`src/rtl/serial_bit_feeder_if.sv`:
```
// Bus bundle for serial_bit_feeder: load request side plus the serial bit stream
// that drives a downstream enabled flip-flop (sout -> D, sout_valid -> E).
interface serial_bit_feeder_if #(
    parameter int WIDTH = 8
);
    // Handshake: a word is accepted at a rising edge where start=1 and ready=1;
    // start while ready=0 is dropped (no queuing) and load_data is not sampled.
    logic             start;
    logic [WIDTH-1:0] load_data;
    logic             abort;
    logic             ready;
    logic             busy;
    logic             sout;
    logic             sout_valid;
    logic             done;

    modport master (
        output start, load_data, abort,
        input  ready, busy, sout, sout_valid, done
    );

    modport slave (
        input  start, load_data, abort,
        output ready, busy, sout, sout_valid, done
    );
endinterface

```
`src/rtl/serial_bit_feeder.sv`:
```
// Parallel-in/serial-out feeder: emits a WIDTH-bit word one bit per clock with a
// qualifying valid. Define PARITY_EN to append an even-parity bit after the data.
module serial_bit_feeder #(
    parameter int WIDTH     = 8,
    parameter bit MSB_FIRST = 1'b1
) (
    input  logic                 clk_i,
    input  logic                 rst_i,
    serial_bit_feeder_if.slave   bus,
    output logic [1:0]           state_dbg_o
);
    localparam int CNT_W = $clog2(WIDTH);
    localparam logic [CNT_W-1:0] LAST_CNT = CNT_W'(WIDTH - 1);

`ifdef PARITY_EN
    typedef enum logic [1:0] {
        ST_IDLE   = 2'd0,
        ST_SHIFT  = 2'd1,
        ST_PARITY = 2'd2,
        ST_DONE   = 2'd3
    } state_e;
`else
    typedef enum logic [1:0] {
        ST_IDLE   = 2'd0,
        ST_SHIFT  = 2'd1,
        ST_DONE   = 2'd3
    } state_e;
`endif

    state_e           state_q, state_d;
    logic [WIDTH-1:0] shift_q, shift_d;
    logic [CNT_W-1:0] cnt_q, cnt_d;
`ifdef PARITY_EN
    logic             par_q, par_d;
`endif
    logic             sout_d;

    logic             ready_q, busy_q, sout_q, valid_q, done_q;

    always_comb begin
        state_d = state_q;
        shift_d = shift_q;
        cnt_d   = cnt_q;
`ifdef PARITY_EN
        par_d   = par_q;
`endif
        sout_d  = 1'b0;

        case (state_q)
            ST_IDLE: begin
                if (bus.start) begin
                    state_d = ST_SHIFT;
                    shift_d = bus.load_data;
                    cnt_d   = '0;
`ifdef PARITY_EN
                    par_d   = ^bus.load_data;
`endif
                end
            end
            ST_SHIFT: begin
                // Abort outranks the end-of-word transition.
                if (bus.abort) begin
                    state_d = ST_IDLE;
                    shift_d = '0;
                    cnt_d   = '0;
                end else begin
                    shift_d = MSB_FIRST ? {shift_q[WIDTH-2:0], 1'b0}
                                        : {1'b0, shift_q[WIDTH-1:1]};
                    if (cnt_q == LAST_CNT) begin
                        cnt_d = '0;
`ifdef PARITY_EN
                        state_d = ST_PARITY;
`else
                        state_d = ST_DONE;
`endif
                    end else begin
                        cnt_d = cnt_q + 1'b1;
                    end
                end
            end
`ifdef PARITY_EN
            ST_PARITY: begin
                state_d = bus.abort ? ST_IDLE : ST_DONE;
            end
`endif
            ST_DONE: begin
                state_d = ST_IDLE;
            end
            default: begin
                state_d = ST_IDLE;
            end
        endcase

        // Outputs are registered, so they are decoded from the next-state values.
        case (state_d)
            ST_SHIFT:  sout_d = MSB_FIRST ? shift_d[WIDTH-1] : shift_d[0];
`ifdef PARITY_EN
            ST_PARITY: sout_d = par_d;
`endif
            default:   sout_d = 1'b0;
        endcase
    end

    always_ff @(posedge clk_i or posedge rst_i) begin
        if (rst_i) begin
            state_q <= ST_IDLE;
            shift_q <= '0;
            cnt_q   <= '0;
`ifdef PARITY_EN
            par_q   <= 1'b0;
`endif
            ready_q <= 1'b1;
            busy_q  <= 1'b0;
            sout_q  <= 1'b0;
            valid_q <= 1'b0;
            done_q  <= 1'b0;
        end else begin
            state_q <= state_d;
            shift_q <= shift_d;
            cnt_q   <= cnt_d;
`ifdef PARITY_EN
            par_q   <= par_d;
            busy_q  <= (state_d == ST_SHIFT) || (state_d == ST_PARITY);
            valid_q <= (state_d == ST_SHIFT) || (state_d == ST_PARITY);
`else
            busy_q  <= (state_d == ST_SHIFT);
            valid_q <= (state_d == ST_SHIFT);
`endif
            ready_q <= (state_d == ST_IDLE);
            done_q  <= (state_d == ST_DONE);
            sout_q  <= sout_d;
        end
    end

    assign bus.ready      = ready_q;
    assign bus.busy       = busy_q;
    assign bus.sout       = sout_q;
    assign bus.sout_valid = valid_q;
    assign bus.done       = done_q;
    assign state_dbg_o    = state_q;
endmodule

```
`src/flat_wrapper.sv`:
```
// flat-port wrapper written by rule: the top's interface ports become plain ports
module serial_bit_feeder_flat 
#(
    parameter int WIDTH     = 8,
    parameter bit MSB_FIRST = 1'b1
)
  (clk_i, rst_i, state_dbg_o, bus_start, bus_load_data, bus_abort, bus_ready, bus_busy, bus_sout, bus_sout_valid, bus_done);
  serial_bit_feeder_if #(.WIDTH(WIDTH)) bus_i ();
  input  logic clk_i;
  input  logic rst_i;
  output logic [1:0] state_dbg_o;
  input wire logic [$bits(bus_i.start)-1:0] bus_start;
  input wire logic [$bits(bus_i.load_data)-1:0] bus_load_data;
  input wire logic [$bits(bus_i.abort)-1:0] bus_abort;
  output wire logic [$bits(bus_i.ready)-1:0] bus_ready;
  output wire logic [$bits(bus_i.busy)-1:0] bus_busy;
  output wire logic [$bits(bus_i.sout)-1:0] bus_sout;
  output wire logic [$bits(bus_i.sout_valid)-1:0] bus_sout_valid;
  output wire logic [$bits(bus_i.done)-1:0] bus_done;
  assign bus_i.start = bus_start;
  assign bus_i.load_data = bus_load_data;
  assign bus_i.abort = bus_abort;
  assign bus_ready = bus_i.ready;
  assign bus_busy = bus_i.busy;
  assign bus_sout = bus_i.sout;
  assign bus_sout_valid = bus_i.sout_valid;
  assign bus_done = bus_i.done;
  serial_bit_feeder #(.WIDTH(WIDTH), .MSB_FIRST(MSB_FIRST)) u_core (.clk_i(clk_i), .rst_i(rst_i), .bus(bus_i), .state_dbg_o(state_dbg_o));
endmodule
```
`config.mk`:
```
export PLATFORM = sky130hd
export DESIGN_NAME = serial_bit_feeder_flat
export DESIGN_NICKNAME = d
export VERILOG_FILES = /design/src/rtl/serial_bit_feeder_if.sv /design/src/rtl/serial_bit_feeder.sv /design/src/flat_wrapper.sv
export SDC_FILE = /design/constraint.sdc
export NUM_CORES = 1
export LEC_CHECK = 0
export BUFFER_PORTS_ARGS = -buffer_cell sky130_fd_sc_hd__buf_2
export CORE_ASPECT_RATIO = 0.6
export CORE_MARGIN = 1.5
export CORE_UTILIZATION = 33
export DETAILED_ROUTE_END_ITERATION = 8
export PLACE_DENSITY_LB_ADDON = 0.12
export SLEW_MARGIN = 20
export SYNTH_ARGS = -nofsm -noshare
export SYNTH_HDL_FRONTEND = slang
export SYNTH_SLANG_ARGS = --single-unit
```
`constraint.sdc`:
```
create_clock -name clk_i -period 2.6 [get_ports clk_i]
set_clock_uncertainty 0.05 [all_clocks]
set_input_delay 0.52 -clock clk_i [delete_from_list [all_inputs] [get_ports clk_i]]
set_output_delay 0.52 -clock clk_i [all_outputs]
set_load 0.01 [all_outputs]
```
==> run metrics <==
Cell Pwr Density=697 nW/um^2; crit-path cells=buf_2; RD Place Congestion=0.742; synth top area cells=dfrtp_1, a222oi_1, inv_1; drt total wl=1370 um; period utilisation layout=60.3%; H-tree levels=1; DRT iter0 DRCs=53; CTS buffer count=3; Synth Net Count=73; core box area=1970 um^2; multi-input logic area=243 um^2; Hold-fix buffers, CTS=0; mapped cell area=729 um^2; Clock transition at path regs=60 ps; count of unique library cells instantiated by Yosys=20; setup violators final=0; share of cells above drive strength 1=33.3%; actual slew at the worst max-slew pin=647 ps; CP Launch Type=flop; Max-slew headroom=56.8%; worst hold-check path type=in2async; Die Y=39.4 um; Initial Util=37.1%; fin. max-slew vios=0; row cnt=12; Reg area=427 um^2; Crit path required time=2030 ps; DP HPWL=937 um; Final Net Count=93; Root Driver=clkbuf_8; antenna viol nets, final=0; P_leak=0.000470 uW; crit path max-delay cell type=dfrtp_1; endpoints failing hold=0; Worst setup EP type=primary output; port buffer count=18; DRT Pass-1 Iters=4; Total GRT Usage=12.9%; number of diodes=0; # fillers=191; Die ar.=2510 um^2; utilization after layout=44.4%; finished layout cell area=873 um^2; Area growth, synth to finish=19.7%; first-pass GRT wire length=2280 um; Syn. warnings=0; CP delay by family, top=flip-flops; Max Root-Sink Buffers=2; post-synth top area share=54.9%; slowest stage delay, CP=540 ps; status=complete, no violations; CTS resizes=0; Crit Path Max Fanout=8; Worst Hold Margin=298 ps; Placed Instance Area=828 um^2; antenna violations before repair=0; max-cap viol count=0; IO Pins=19; CTS tree=done; mean area per synthesized cell=12.4 um^2; Setup TNS=0 ps; final worst path period need=1570 ps; Peak VDD IR=0.311 mV; critical path class=reg2out; Fmax=638 MHz; die width=63.7 um; RSZ-0062 raised after global routing=false; post-synthesis sequential area ratio=58.5%; largest net degree at the start of global routing=18; routed wire length per instance=13.0 um; Post-Synthesis Cells=59; clk sinks=17; CP bufs+invs=1; Worst-Skew Late Latency=250 ps; Yosys top cell by area=dfrtp_1; synthesized flop and latch total=17; post-CTS setup buffer count=0; CP Data Arrival Time=1000 ps; number of global-route vias before repair=451; drc violations=0; via count=497; GRT overflow=0; vias per cell=4.69
[where the power goes]
part / switching (uW) / internal [uW] / leakage [uW]
clock: 90.4 / 109 / 0.0000228
combinational: 49.4 / 42.2 / 0.000227
sequential: 20.7 / 298 / 0.000220
[flip-flops by register name, indices dropped and copies added, names as in the netlist]
signal and count:
u_core.cnt_q 3, u_core.bus.done 1, u_core.bus.ready 1, u_core.bus.busy 1, u_core.bus.sout 1, u_core.state_dbg_o 2
u_core.shift_q 8
[logic make-up after synthesis]
family,Yosys count,synth area share (%)
DFF,17,58.5
and+or+nand+nor,14,11.5
AOI/OAI and AO/OA,13,17.0
buffers and inverters,12,8.23
adders and majority gates,2,3.43
muxes,1,1.37
[layout make-up]
class	instances	area share, %
Clock buffer	4	5.16
Tap cell	28	4.01
Sequential cell	17	48.9
Multi-Input combinational cell	30	27.8
Inverter	9	3.87
Timing Repair Buffer	18	10.3
[cell usage in the layout, fill, tap and decap left out]
master	synthesis	routed
dfstp_2	1	1
o21bai_2	1	1
nor3b_4	1	1
nand3_1	2	2
dfrtp_1	16	16
mux2i_1	1	1
nand2_1	3	3
and2_1	2	2
o21ai_0	1	1
a32o_1	1	1
clkbuf_1	0	1
a311oi_2	1	1
buf_2	0	18
o21ai_1	1	1
a222oi_1	6	6
a22o_1	2	2
clkbuf_8	0	3
nor3b_2	1	1
inv_1	9	9
ha_1	2	2
nor2_1	5	5
[per-stage QoR]
stage / std cells / setup slack, ps / total power, uW
after floorplan: 59 / 1210 / 388
after global placement: 102 / 1030 / 413
after detailed placement: 102 / 991 / 415
after CTS: 106 / 1030 / 612
after global routing: 106 / 930 / 643
final: 106 / 1030 / 609
[Yosys cell counts]
library cell  count
a22o_1            2
nor3b_2           1
dfrtp_1          16
nand3_1           2
a311oi_2          1
buf_4             2
buf_6             1
a222oi_1          6
a32o_1            1
ha_1              2
mux2i_1           1
inv_1             9
o21ai_0           1
nand2_1           3
nor3b_4           1
dfstp_2           1
o21ai_1           1
o21bai_2          1
nor2_1            5
and2_1            2
[worst paths after layout]
path                                                 start                         endpoint  slack, ps  cells after the start
min reg2reg                    u_core.cnt_q[0]$_DFFE_PP0P_      u_core.cnt_q[0]$_DFFE_PP0P_        450                      1
max                        u_core.state_dbg_o[1]$_DFF_PP0_                   state_dbg_o[1]       1030                      1
max reg2reg                u_core.state_dbg_o[1]$_DFF_PP0_        u_core.bus.sout$_DFF_PP0_       1090                      3
min                                                  rst_i  u_core.state_dbg_o[1]$_DFF_PP0_        300                      2
max in group asynchronous                            rst_i    u_core.shift_q[0]$_DFFE_PP0P_       1790                      2
min in group clk_i                        bus_load_data[0]    u_core.shift_q[0]$_DFFE_PP0P_        430                      2
[routing by layer]
layer | share of wire, % | vias to the layer above | track usage (%) | routed length (um)
li1 | - | 248 | - | -
met1 | 58 | 229 | 18.5 | 797
met2 | 35 | 18 | 16.6 | 475
met3 | 7.1 | 2 | 6.61 | 97
met4 | 0.29 | 0 | 3.26 | 4
met5 | 0 | - | 0 | 0
Power figures use the tool's default switching activity.
